**config.mk**
```make
export PLATFORM = sky130hd
export DESIGN_NAME = mw_skid_latch
export DESIGN_NICKNAME = d
export VERILOG_FILES = /design/src/rtl/pipe_pkg.sv /design/src/rtl/skid_reg.sv /design/src/rtl/mw_skid_latch.sv
export SDC_FILE = /design/constraint.sdc
export NUM_CORES = 1
export LEC_CHECK = 0
export ABC_AREA = 1
export CORE_MARGIN = 5
export CORE_UTILIZATION = 38
export CTS_CLUSTER_DIAMETER = 60
export CTS_CLUSTER_SIZE = 8
export DETAILED_ROUTE_END_ITERATION = 10
export SYNTH_ARGS = -nofsm -noshare
export SYNTH_HDL_FRONTEND = slang
export SYNTH_SLANG_ARGS = --single-unit
```
**constraint.sdc**
```tcl
create_clock -name clock -period 2.1 [get_ports clock]
set_clock_uncertainty 0.1 [all_clocks]
set_input_delay 0.42 -clock clock [delete_from_list [all_inputs] [get_ports clock]]
set_output_delay 0.42 -clock clock [all_outputs]
set_load 0.005 [all_outputs]
```
**src/rtl/pipe_pkg.sv**
```systemverilog
// Shared MEM/WB pipeline definitions: bundle layout, default widths and a width helper.
package pipe_pkg;

  localparam int unsigned DATA_W_DEF = 32;
  localparam int unsigned RD_W_DEF   = 5;

  // Field order {o, d, rd, w_reg, lw}; modules with non-default widths declare the same layout locally.
  typedef struct packed {
    logic [DATA_W_DEF-1:0] o;
    logic [DATA_W_DEF-1:0] d;
    logic [RD_W_DEF-1:0]   rd;
    logic                  wReg;
    logic                  lw;
  } mwBundle_t;

  function automatic int unsigned mwBundleWidth(input int unsigned dataW, input int unsigned rdW);
    return 2 * dataW + rdW + 2;
  endfunction

endpackage

```
**src/rtl/skid_reg.sv**
```systemverilog
// Generic 2-entry skid buffer: main entry drives the output, skid entry absorbs one bundle on stall.
module skid_reg #(
  parameter int unsigned WIDTH = 8
) (
  input  logic             clock,
  input  logic             reset,
  input  logic             flush,
  input  logic             inValid,
  output logic             inReady,
  input  logic [WIDTH-1:0] inData,
  output logic             outValid,
  input  logic             outReady,
  output logic [WIDTH-1:0] outData
);

  logic             mValid, sValid;
  logic [WIDTH-1:0] mData, sData;
  logic             mValidNext, sValidNext;
  logic [WIDTH-1:0] mDataNext, sDataNext;
  logic             accept, pop;

  assign accept   = inValid && inReady;
  assign pop      = mValid && outReady;
  assign outValid = mValid;
  assign outData  = mData;

  always_comb begin
    mValidNext = mValid;
    sValidNext = sValid;
    mDataNext  = mData;
    sDataNext  = sData;
    if (flush) begin
      // Valid bits only; data fields are left as they were.
      mValidNext = 1'b0;
      sValidNext = 1'b0;
    end else if (pop) begin
      if (sValid) begin
        mDataNext  = sData;
        sValidNext = 1'b0;
      end else if (accept) begin
        mDataNext = inData;
      end else begin
        mValidNext = 1'b0;
      end
    end else if (accept) begin
      if (!mValid) begin
        mDataNext  = inData;
        mValidNext = 1'b1;
      end else begin
        sDataNext  = inData;
        sValidNext = 1'b1;
      end
    end
  end

  // inReady is a register so WB backpressure never reaches MEM combinationally.
  always_ff @(posedge clock) begin
    if (reset) begin
      mValid  <= 1'b0;
      sValid  <= 1'b0;
      mData   <= '0;
      sData   <= '0;
      inReady <= 1'b0;
    end else begin
      mValid  <= mValidNext;
      sValid  <= sValidNext;
      mData   <= mDataNext;
      sData   <= sDataNext;
      inReady <= !sValidNext;
    end
  end

endmodule

```
**src/rtl/mw_skid_latch.sv**
```systemverilog
// MEM/WB pipeline latch with valid/ready skid buffering and synchronous flush.
// Optional WB stall counter enabled by defining STALL_CNT_EN.
module mw_skid_latch
  import pipe_pkg::*;
#(
  parameter int unsigned DATA_W = DATA_W_DEF,
  parameter int unsigned RD_W   = RD_W_DEF
) (
  input  logic              clock,
  input  logic              reset,
  input  logic              flush,
  input  logic              in_valid,
  output logic              in_ready,
  input  logic [DATA_W-1:0] o_in,
  input  logic [DATA_W-1:0] d_in,
  input  logic [RD_W-1:0]   rd_in,
  input  logic              w_reg_in,
  input  logic              lw_in,
  output logic              out_valid,
  input  logic              out_ready,
  output logic [DATA_W-1:0] o_out,
  output logic [DATA_W-1:0] d_out,
  output logic [RD_W-1:0]   rd_out,
  output logic              w_reg_out,
  output logic              lw_out
`ifdef STALL_CNT_EN
  ,
  output logic [31:0]       stall_cnt
`endif
);

  localparam int unsigned BUNDLE_W = mwBundleWidth(DATA_W, RD_W);

  typedef struct packed {
    logic [DATA_W-1:0] o;
    logic [DATA_W-1:0] d;
    logic [RD_W-1:0]   rd;
    logic              wReg;
    logic              lw;
  } bundle_t;

  bundle_t              bundleIn, bundleOut;
  logic [BUNDLE_W-1:0]  busIn, busOut;

  assign bundleIn = '{o: o_in, d: d_in, rd: rd_in, wReg: w_reg_in, lw: lw_in};
  assign busIn    = bundleIn;
  assign bundleOut = busOut;

  skid_reg #(
    .WIDTH(BUNDLE_W)
  ) uSkid (
    .clock   (clock),
    .reset   (reset),
    .flush   (flush),
    .inValid (in_valid),
    .inReady (in_ready),
    .inData  (busIn),
    .outValid(out_valid),
    .outReady(out_ready),
    .outData (busOut)
  );

  // Control bits are gated so an empty slot can never write the register file.
  assign o_out     = bundleOut.o;
  assign d_out     = bundleOut.d;
  assign rd_out    = bundleOut.rd;
  assign w_reg_out = out_valid & bundleOut.wReg;
  assign lw_out    = out_valid & bundleOut.lw;

`ifdef STALL_CNT_EN
  always_ff @(posedge clock) begin
    if (reset) begin
      stall_cnt <= '0;
    end else if (out_valid && !out_ready) begin
      stall_cnt <= stall_cnt + 32'd1;
    end
  end
`endif

endmodule

```
# Word level (Yosys, flattened, before mapping)
# Cells that the tools add are included.
dict set report op_classes {
  addsub 0
  n_mul 0
  n_div 0
  n_lt_le_gt_ge 0
  n_eq_ne 3
  shifts 0
  mux 13
  n_bitwise 4
  n_reduce_logical 9
}
# cell n
set op_table {}
lappend op_table {{71-bit two-way mux} 5}
lappend op_table {{1-bit two-way mux} 8}
lappend op_table {{4-bit AND reduction} 2}
lappend op_table {{2-bit inequality test (second input constant)} 3}
lappend op_table {{2-bit nonzero test} 2}
lappend op_table {{3-bit AND reduction} 1}
lappend op_table {{1-bit AND} 2}
lappend op_table {{1-bit logical AND} 2}
lappend op_table {{1-bit inverter} 2}
lappend op_table {{2-bit OR reduction} 1}
lappend op_table {{1-bit logical NOT} 1}
dict set report totals {
  regBits 145
  latch_bits 0
  ram_bits 0
  rom_bits 0
  input_bits 76
  output_inout_bits 73
  elab_cells 34
  n_memories 0
}

# Logic depth before layout (Yosys ltp)
# Gate-level depths: netlist (run 1).
dict set report depth {
  word_depth 5
  ltp_mapped 8
  mapped_depth_nobuf 6
}

# Cells and area by module
# A second synthesis (run 1) with hierarchy kept.
dict set report hier_totals {
  cells_unflattened 1012
  hier_area_um2 6391.1
}
# mod n_inst cells_each area_each_um2 seq_area_each_um2
set modules_own_cells {}
lappend modules_own_cells {skid_reg 1 1008 6376.1 2902.8}
lappend modules_own_cells {mw_skid_latch 1 4 15.0 0.0}

# Worst setup path before layout (run 1)
# OpenSTA, ideal clock, no wires.
dict set report synth_timing {
  path_kind {register to register}
  from {register uSkid.mValid (netlist: uSkid.outValid)}
  to {register uSkid.mData[0] (netlist: uSkid.outData[0])}
  setup_ps 113
  arrival_ps 1231
  required_ps 1887
  setup_slack_ps 656
  stages_incl_launch_ff 8
  n_path_buf 2
  synth_period_minus_slack_ps 1444
  path_cell_list {dfxtp_1 > nand3_2 > nand2_1 > nand2_2 > buf_4 > buf_2 > nor2_1 > nor2_1}
}
dict set report synth_between {
  elab_chain_cells 3
}
# item line
set synth_lines {}
lappend synth_lines {{from (decl)} skid_reg.sv:16} ;# logic mValid, sValid;
lappend synth_lines {{from (signal assigned)} skid_reg.sv:65} ;# mValid <= mValidNext;
lappend synth_lines {{1-bit logical AND} skid_reg.sv:23} ;# assign pop = mValid && outReady;
lappend synth_lines {{2-bit inequality test (no line) / 2-bit nonzero test (equally long branches)} n/a}
lappend synth_lines {{4-bit AND reduction (no line)} n/a}
lappend synth_lines {{to (signal assigned)} skid_reg.sv:67} ;# mData <= mDataNext;
lappend synth_lines {{to (decl)} skid_reg.sv:17} ;# logic [WIDTH-1:0] mData, sData;
# Parallel ways exist; a longest one is shown, timed or not.
# A chain may end at the register's enable or synchronous reset.

# Final worst setup path (run 1)
dict set report layout_timing {
  from {register uSkid.mValid (netlist: uSkid.outValid)}
  to {output port lw_out}
}
dict set report layout_between {
  elab_chain_cells 1
}
# item line
set layout_lines {}
lappend layout_lines {{1-bit AND} mw_skid_latch.sv:68} ;# assign lw_out = out_valid & bundleOut.lw;
lappend layout_lines {{to (decl)} mw_skid_latch.sv:25} ;# output logic lw_out
# No other way between the ends.

==> key figures, run 1 <==
Outcome
  – Status: completed

Synthesis
  – Post-Syn Instances: about 1100
  – Synth cell types: 16
  – Syn nets: 1158
  – Synth warnings: 0
  – Complex-gate fraction of the synthesized area: between 10% and 20%
  – Top-count cell post-synth: nor2_1
  – Avg Inst Size Synth: roughly 6.4 sq um
  – Area share of the largest cell type after synthesis: 41.9%
  – Mapped Area: roughly 0.0069 sq mm
  – Leading area contributor after synthesis: dfxtp_1
  – Synth cell count leaders: nor2_1 (286), nand2_1 (222), inv_1 (150)
  – Area contributors post-synth: dfxtp_1 (42%), nor2_1 (15%), nand2_1 (12%)
  – Number of synthesized flops with an enable pin: 0
  – Post-synthesis adder-cell area fraction: 0%
  – Seq/Total Area, Yosys: 41.9%
  – Largest family of logic cells by synthesized area: simple AND/OR/NAND/NOR gates
  – Ys flop type: dfxtp_1
  – Post-synthesis simple-gate area fraction: between 20% and 30%
  – Seq cells post-synth: 145
  – Mux contribution to synthesized area: 0%
  – Synth Area in XOR/XNOR: 0%
  – Async S/R FF share, synth: 0%

Routing
  – DRC Markers: 0
  – WL/cell: 11.5 um
  – Wirelength, routed: 15800 um
  – Iteration-0 DRC count of the detailed router: 276
  – ANT nets after route: 0
  – Vias: 5838
  – 1st-pass router iterations: 5
  – Vias per cell: 4.24

Run
  – Max-cap viol count: 0

Global route
  – Largest net degree at the start of global routing: 79
  – Global route overflow: 0
  – Initial antenna violation count: 0
  – Total track usage: 15.3%
  – First-pass GRT wire length: 26700 um
  – Vias in the first global route: 5263

CTS
  – CTS root buffer: clkbuf_16
  – H-tree depth: 4
  – CTS clock-pin slew for the worst setup and hold paths: 0.06 ns
  – TritonCTS clock tree: built
  – CTS max path bufs: 2
  – Clock Latency Late Sink: 0.41 ns
  – Post-cts hold buffer count: 0
  – Cts bufs inserted: 17
  – CTS sink cnt: approximately 150

Critical path
  – Critical path class: reg -> out
  – Worst Path Arrival: between 1 and 1.5 ns
  – CP Launch Type: register
  – Critical Path RT: 1.58 ns
  – Worst setup EP type: output pin
  – Critical Path Fanout Max: 8

Placed design
  – Hpwl dp: 10100 um
  – Place WS: 0.0533 ns
  – Global placement routability congestion: 0.769
  – IO buf count: 148
  – Inst Count DP: between 1000 and 1500

Final layout
  – Antenna cells: 0
  – Layout cells sized above 1: 4.53%
  – Area delta synth->final: 26.9%
  – Fin nets: 1212
  – Core utilization of the finished layout: 49.0%
  – Post-route insts no fill: 1376

Worst hold path
  – Path category of the worst min-delay check: reg -> reg

Timing
  – RSZ-0062 raised after global routing: no
  – Final setup viols: 0
  – Worst slew pin tran: 0.331 ns
  – Final Cycle Share: between 90% and 100%
  – Final Hold Violating Endpoints: 0
  – Fin Setup TNS: 0 ns
  – Max-slew violation count: 0
  – Worst relative slew slack: a little under 80%
  – Worst Slack Setup Final: around 0.12 ns
  – Fmax: about 510 MHz
  – Final min period: just under 2 ns

Floorplanning
  – Die width: 145 um
  – Row count: between 40 and 50
  – Die area: 0.0210 sq mm
  – Core ar.: about 0.018 sq mm
  – Top Ports: 149
  – Starting Density: 38.6%
  – Die height: 145 um

Power and ir drop
  – Static Leak: 3.83 nW
  – Max IR drop VDD: 0.552 mV
  – Power, Total: 0.00666 W
  – PD cells: 758 mW/mm^2
==> where the power goes <==
group	switching [W]	internal [W]
registers	0.0000414	0.00283
clock network	0.00117	0.00194
logic	0.000298	0.000377
==> final cells by class <==
cell class              count  area [sq um]
multi-input cells         658          2690
well taps                 229           287
flip-flops and latches    145          2910
repair buffers            163          1740
clock inverters            10           135
fillers                  1847          9170
clock buffers              20           467
inverters                 151           569
==> metrics by stage <==
stage                     instance area, sq um  hold slack [ns]
after floorplan                           6930            0.355
after detailed placement                  8190            0.372
final                                     8790            0.379
after global routing                      8790            0.398
after global placement                    8190            0.362
after CTS                                 8790            0.385
==> per-layer routing <==
layer	track usage (%)	routed length, um
met5	0	0
met2	24.4	7090
met4	5.23	232
met3	4.37	773
met1	20.1	7680
==> path summary, 6_finish.rpt <==
check / startpoint / endpoint / slack [ns] / depth (start not counted)
worst min-delay path: uSkid.sData[6] / uSkid.sData[6] / 0.38 / 2
worst max-delay path: uSkid.outValid / lw_out / 0.12 / 3
worst max register to register: uSkid.outValid / uSkid.sData[56] / 0.66 / 7
worst min register to register: uSkid.sData[6] / uSkid.sData[6] / 0.38 / 2
==> kinds of logic after synthesis <==
family | Yosys count
AOI/OAI and AO/OA | 146
buffers and inverters | 279
DFF | 145
and+or+nand+nor | 512
==> sequential cells by signal, indices dropped and copies added, names as in the netlist <==
name	count
uSkid.sData	71
uSkid.inReady	1
uSkid.outData	71
uSkid.sValid	1
uSkid.outValid	1
==> placed cells by master (no fill, tap or decap) <==
cell type and count:
a21oi_1 3, buf_12 12, buf_4 3, bufinv_16 3
clkbuf_16 17, clkbuf_8 3, clkdlybuf4s50_1 148, clkinv_2 3
clkinvlp_4 4, dfxtp_1 144, dfxtp_4 1, inv_1 149
inv_2 1, inv_4 1, nand2_1 222, nand2_4 1
nand3_2 1, nand3_4 1, nor2_1 286, nor2_2 1
o21ai_0 142, o21bai_1 1
==> worst max-delay path, stage by stage (launching register included) <==
cell,delay [ns]
dfxtp_4,0.40
nand2_1,0.06
inv_1,0.07
clkdlybuf4s50_1,0.52
==> timing repair <==
item	in CTS	in global routing
resized for setup	1	1
buffers inserted	0	0
endpoints found under the setup margin	3	2
gates cloned	0	0
No activity file was read; power rests on OpenSTA's default activity.
==> inputs of run 2 (changes only) <==
CORE_MARGIN = 1   (was 5)
HOLD_SLACK_MARGIN = 0.03   (was default)
PLACE_DENSITY = 0.65   (was default)
clock period = 1.65 ns   (was 2.1 ns; I/O delays follow)
==> run 2 against run 1 <==
Final area grew 0.90%. Worst hold slack gained 0.00070 ns. Critical path depth grew 4. Highest routed layer unchanged. Final cell count grew 0.80%. Clock power grew 34%. Via count grew 2.0%. Total power grew 30%. Largest cell class unchanged. Flip-flop and latch count is the same. First-iteration DRC count shrank 0.36%. Global-route usage grew 1.4 points. Sequential share of layout area shrank 0.082 points. The run now ends with DRC left.
==> key figures, run 2 (synthesis gave the netlist of run 1 again) <==
Critical path
  – Worst Path Arrival: 1.76 ns
  – Worst setup EP type: register
  – CP Launch Type: input pin
  – Critical Path Fanout Max: 62
  – Critical-path cell list: clkdlybuf4s50_1 -> inv_1 -> a21oi_2 -> nand2_4 -> buf_12 -> nor2_1 -> nor2_1
  – WP buf/inv: 3
  – Slowest cell on crit path: clkdlybuf4s50_1
  – CP top delay family: buffers and inverters
  – Worst path max stage delay: 0.58 ns
  – Critical Path RT: approximately 1.9 ns
  – Crit path top cell by count: nor2_1
  – Critical path class: in -> reg

Global route
  – Global route overflow: 0
  – Largest net degree at the start of global routing: 81
  – First-pass GRT wire length: 24900 um
  – GR peak layer: met2
  – Met3 Use GR: 3.44%
  – M1 GR Usage: 21.2%
  – Total track usage: approximately 17%
  – Vias in the first global route: just over 5000
  – Initial antenna violation count: 0
  – M2 GR Usage: 27.9%

Floorplanning
  – Die height: roughly 140 um
  – Core ar.: ~0.018 sq mm
  – Starting Density: 38.7%
  – Die width: 137 um
  – Row count: 49
  – Top Ports: 149
  – Die area: 0.0188 sq mm

CTS
  – H-tree depth: 4
  – CTS sink cnt: between 100 and 150
  – Clock Latency Late Sink: ~0.41 ns
  – TritonCTS clock tree: built
  – CTS root buffer: clkbuf_16
  – CTS max path bufs: 2
  – Cts bufs inserted: 17
  – CTS clock-pin slew for the worst setup and hold paths: 0.06 ns

Final layout
  – Sequential cell area: approximately 0.003 sq mm
  – Multi-input gate area: 0.00270 sq mm
  – Area delta synth->final: 28.0%
  – Commonest cells after routing, fill and taps aside: nor2_1 (286), nand2_1 (222), inv_1 (149), o21ai_0 (142), dfxtp_1 (129)
  – Layout cells sized above 1: under 10%
  – Commonest non-fill, non-tap cell in the layout: nor2_1
  – Fin nets: 1221
  – Post-route insts no fill: 1387
  – Antenna cells: 0
  – Fillers: 1832

Timing
  – Final min period: 1.56 ns
  – Final setup viols: 0
  – Worst slew pin tran: ~0.31 ns
  – Final Cycle Share: 94.4%
  – Max-slew violation count: 0
  – Final Hold Violating Endpoints: 0
  – Fmax: about 640 MHz
  – Worst relative slew slack: between 70% and 80%

Run
  – Max-cap viol count: 0

Power and ir drop
  – Power, Total: 0.00864 W
  – PD cells: 973 mW/mm^2
  – Max IR drop VDD: 0.676 mV
  – Static Leak: 4.22 nW

Outcome
  – Failing checks: DRC
  – Status: finished with violations

Routing
  – Wirelength, routed: 15700 um
  – Vias per cell: 4.29
  – Iteration-0 DRC count of the detailed router: between 200 and 300
  – 1st-pass router iterations: 8
  – ANT nets after route: 0
  – WL/cell: 11.3 um
  – DRC Markers: 2
  – Vias: 5956

Placed design
  – Hpwl dp: 9730 um
  – IO buf count: 148
  – Global placement routability congestion: 0.738
  – Inst Count DP: 1353

Worst hold path
  – Path category of the worst min-delay check: reg -> reg
## run 2: cell count changes in the layout (fill, tap and decap cells not counted), sizes merged
cell | before | now
bufinv | 3 | 4
inv | 151 | 153
clkdlybuf4s50 | 148 | 75
clkinvlp | 4 | 3
buf | 15 | 24
clkbuf | 20 | 21
dlygate4sd2 | 0 | 72
## run 2: cell type report
| class | instances | share of cell area (%) |
|---|---|---|
| timing repair buffer | 172 | 19.7 |
| tap | 229 | 3.23 |
| sequential | 145 | 33.0 |
| clock inverter | 12 | 2.02 |
| multi-input combinational | 658 | 30.4 |
| clock buffer | 20 | 5.26 |
| inverter | 151 | 6.42 |
## run 2: worst paths after layout
kind,slack (ns),to,from,depth (start not counted)
worst max register to register,0.14,uSkid.sData[45],uSkid.outValid,7
worst min register to register,0.38,uSkid.sData[39],uSkid.sData[39],2
worst min-delay path,0.38,uSkid.sData[39],uSkid.sData[39],2
worst max-delay path,0.09,uSkid.outData[56],out_ready,7
## run 2: worst min-delay path, stage by stage, from the launching register on
cell,delay (ns)
dfxtp_1,0.32
nor2_1,0.04
nor2_1,0.08
## run 2: routing by layer
metal | wire length, um | part of all wire (%)
met1 | 7300 | 47
met2 | 7470 | 48
met3 | 676 | 4.3
met4 | 222 | 1.4
met5 | 0 | 0
## run 2: power by group
group	internal (W)	leakage (nW)	switching, W
sequential	0.00361	1.18	0.0000499
clock	0.00266	0.309	0.00151
combinational	0.000425	2.73	0.000386
## run 2: repair_timing
action	4_1_cts	5_1_grt
endpoints found under the hold margin	0	0
buffers inserted	1	0
gates resized for setup	93	5
cloned	0	1
setup endpoints to repair	78	49
hold buffers	0	0
## run 2: stage by stage
stage               hold WS [ns]  area [sq um]  utilization, %  setup TNS [ns]  setup slack (ns)
floorplan                  0.299          6930               -               0             0.206
global placement           0.361          8240            46.0          -31.76            -0.276
detailed placement         0.371          8240            46.0          -37.93            -0.326
CTS                        0.386          8830            49.3               0           0.00171
global route               0.394          8870            49.6       -0.000622         -0.000389
finish                     0.380          8870            49.6               0            0.0927
==> inputs of run 3 (changes only) <==
CTS_BUF_LIST = sky130_fd_sc_hd__clkbuf_2 sky130_fd_sc_hd__clkbuf_4 sky130_fd_sc_hd__clkbuf_8   (was default)
TNS_END_PERCENT = 1   (was default)
==> run 3 against run 2 <==
Die area unchanged. Total power down 12%. Worst setup slack got worse by 0.010 ns. Clock power shrank 24%. Sequential share of layout area rose by 1.1 points. The run still ends with DRC left.
==> key figures, run 3 (synthesis gave the netlist of run 1 again) <==
CTS
  – CTS clock-pin slew for the worst setup and hold paths: 0.08 ns
  – CTS sink cnt: 145
  – Cts bufs inserted: 17
  – CTS root buffer: clkbuf_8
  – H-tree depth: 4
  – TritonCTS clock tree: built
  – CTS max path bufs: 2
  – Post-cts hold buffer count: 0
  – Clock Latency Late Sink: 0.45 ns

Outcome
  – Status: finished with violations
  – Failing checks: DRC

Worst hold path
  – WHS Path Cells: 2
  – Hold Crit Start: uSkid.sData[1]
  – Path category of the worst min-delay check: reg -> reg

Final layout
  – Area delta synth->final: 25.3%
  – Post-route insts no fill: ~1400
  – Fin nets: 1220
  – Post-Layout Inst Area: 0.00868 sq mm
  – Commonest non-fill, non-tap cell in the layout: nor2_1
  – Fillers: 1863
  – Layout cells sized above 1: just over 9%
  – Commonest cells after routing, fill and taps aside: nor2_1 (286), nand2_1 (221), inv_1 (148), o21ai_0 (142), dfxtp_1 (102)
  – Core utilization of the finished layout: 48.5%
  – Antenna cells: 0

Routing
  – Vias per cell: 4.27
  – Wirelength, routed: 15100 um
  – 1st-pass router iterations: 7
  – DRC Markers: 2
  – Iteration-0 DRC count of the detailed router: 367
  – ANT nets after route: 0
  – WL/cell: 10.9 um
  – Vias: 5924

Timing
  – Final setup viols: 0
  – Final min period: 1.57 ns
  – Max-slew violation count: 0
  – Final Cycle Share: 95.0%
  – Fmax: roughly 640 MHz
  – Final Hold Violating Endpoints: 0
  – Worst slew pin tran: 0.351 ns
  – Worst relative slew slack: 76.6%
  – Worst Slack Setup Final: 0.0822 ns
  – RSZ-0062 raised after global routing: no
  – Fin Setup TNS: 0 ns

Floorplanning
  – Die width: 137 um
  – Starting Density: 38.7%
  – Top Ports: 149
  – Row count: 49
  – Die height: 137 um
  – Die area: roughly 0.019 sq mm
  – Core ar.: 0.0179 sq mm

Global route
  – Vias in the first global route: 5088
  – First-pass GRT wire length: approximately 25000 um
  – Largest net degree at the start of global routing: 81
  – Initial antenna violation count: 0
  – Total track usage: about 17%
  – Global route overflow: 0

Run
  – Max-cap viol count: 0

Critical path
  – Worst setup startpoint: uSkid.outValid
  – CP top delay family: flip-flops
  – WP buf/inv: 3
  – Critical Path Fanout Max: 6
  – Critical-path cell list: buf_6 -> nand2_2 -> inv_2 -> buf_2
  – Worst setup EP type: output pin
  – Critical R2R Launch: uSkid.outValid
  – R2r worst-path depth: 8
  – Critical path class: reg -> out
  – Slowest cell on crit path: dfxtp_4
  – Critical Path RT: approximately 1.2 ns
  – Worst Path Arrival: roughly 1.1 ns
  – Worst path max stage delay: 0.36 ns
  – CP Depth: 4
  – CP Launch Type: register

Placed design
  – Inst Count DP: 1353
  – Global placement routability congestion: approximately 0.74
  – Hpwl dp: between 9000 and 10000 um
  – Placed Area: 0.00824 sq mm
  – IO buf count: approximately 150
  – Place WS: -0.326 ns

Power and ir drop
  – PD cells: 879 mW/mm^2
  – Flop pwr share: 48.0%
  – Static Leak: 4.12 nW
  – Psw: about 0.0018 W
  – Sw Share: 23.9%
  – Max IR drop VDD: 0.458 mV
  – Clock share of power: 41.6%
  – Pint: approximately 0.0058 W
  – Comb pwr share: 10.5%
-- run 3: changes by cell type in the layout (fill, tap and decap cells not counted), moves of 17 or more --
cell,delta
dfxtp_1,-27
clkbuf_8,+17
dfxtp_2,+27
clkbuf_16,-18
-- run 3: worst paths after layout --
path	endpoint	slack [ns]
worst min-delay path	uSkid.sData[1]	0.38
worst min register to register	uSkid.sData[1]	0.38
worst max-delay path	lw_out	0.08
worst max register to register	uSkid.outData[6]	0.14
-- run 3: power by group through the flow --
stage,logic (W),registers (W),clock network (W)
3_5_place_dp,0.000859,0.00374,0
6_report,0.000799,0.00366,0.00317
2_1_floorplan,0.000503,0.00372,0
4_1_cts,0.000808,0.00366,0.00327
3_3_place_gp,0.000856,0.00374,0
5_1_grt,0.000913,0.00367,0.00342
-- run 3: through the flow --
step           hold slack [ns]  total power [W]
2_1_floorplan            0.299          0.00422
4_1_cts                  0.386          0.00774
6_report                 0.384          0.00763
3_3_place_gp             0.361          0.00459
5_1_grt                  0.398          0.00801
3_5_place_dp             0.371          0.00460
-- run 3: what timing repair did --
action	CTS	global route
setup endpoints to repair	79	12
buffers inserted	1	0
gates resized for setup	121	5
-- run 3: cell type report --
class | instances | area (sq um) | area share [%]
Tap cell | 229 | 287 | 3.30
Multi-Input combinational cell | 658 | 2700 | 31.0
Timing Repair Buffer | 171 | 1720 | 19.8
Sequential cell | 145 | 2960 | 34.1
Clock buffer | 20 | 275 | 3.17
Clock inverter | 12 | 179 | 2.06
Inverter | 151 | 569 | 6.56
-- run 3: per-layer routing --
metal / track usage [%] / up-vias / wire length, um
met5: 0 / - / 0
met4: 5.49 / 0 / 209
met3: 4.78 / 16 / 709
met2: 27.2 / 105 / 7030
met1: 21.1 / 2537 / 7180
li1: - / 3266 / -
-- run 3: worst min-delay path: stages, from the launching register on --
cell	delay, ns
dfxtp_1	0.33
nor2_1	0.04
nor2_1	0.08
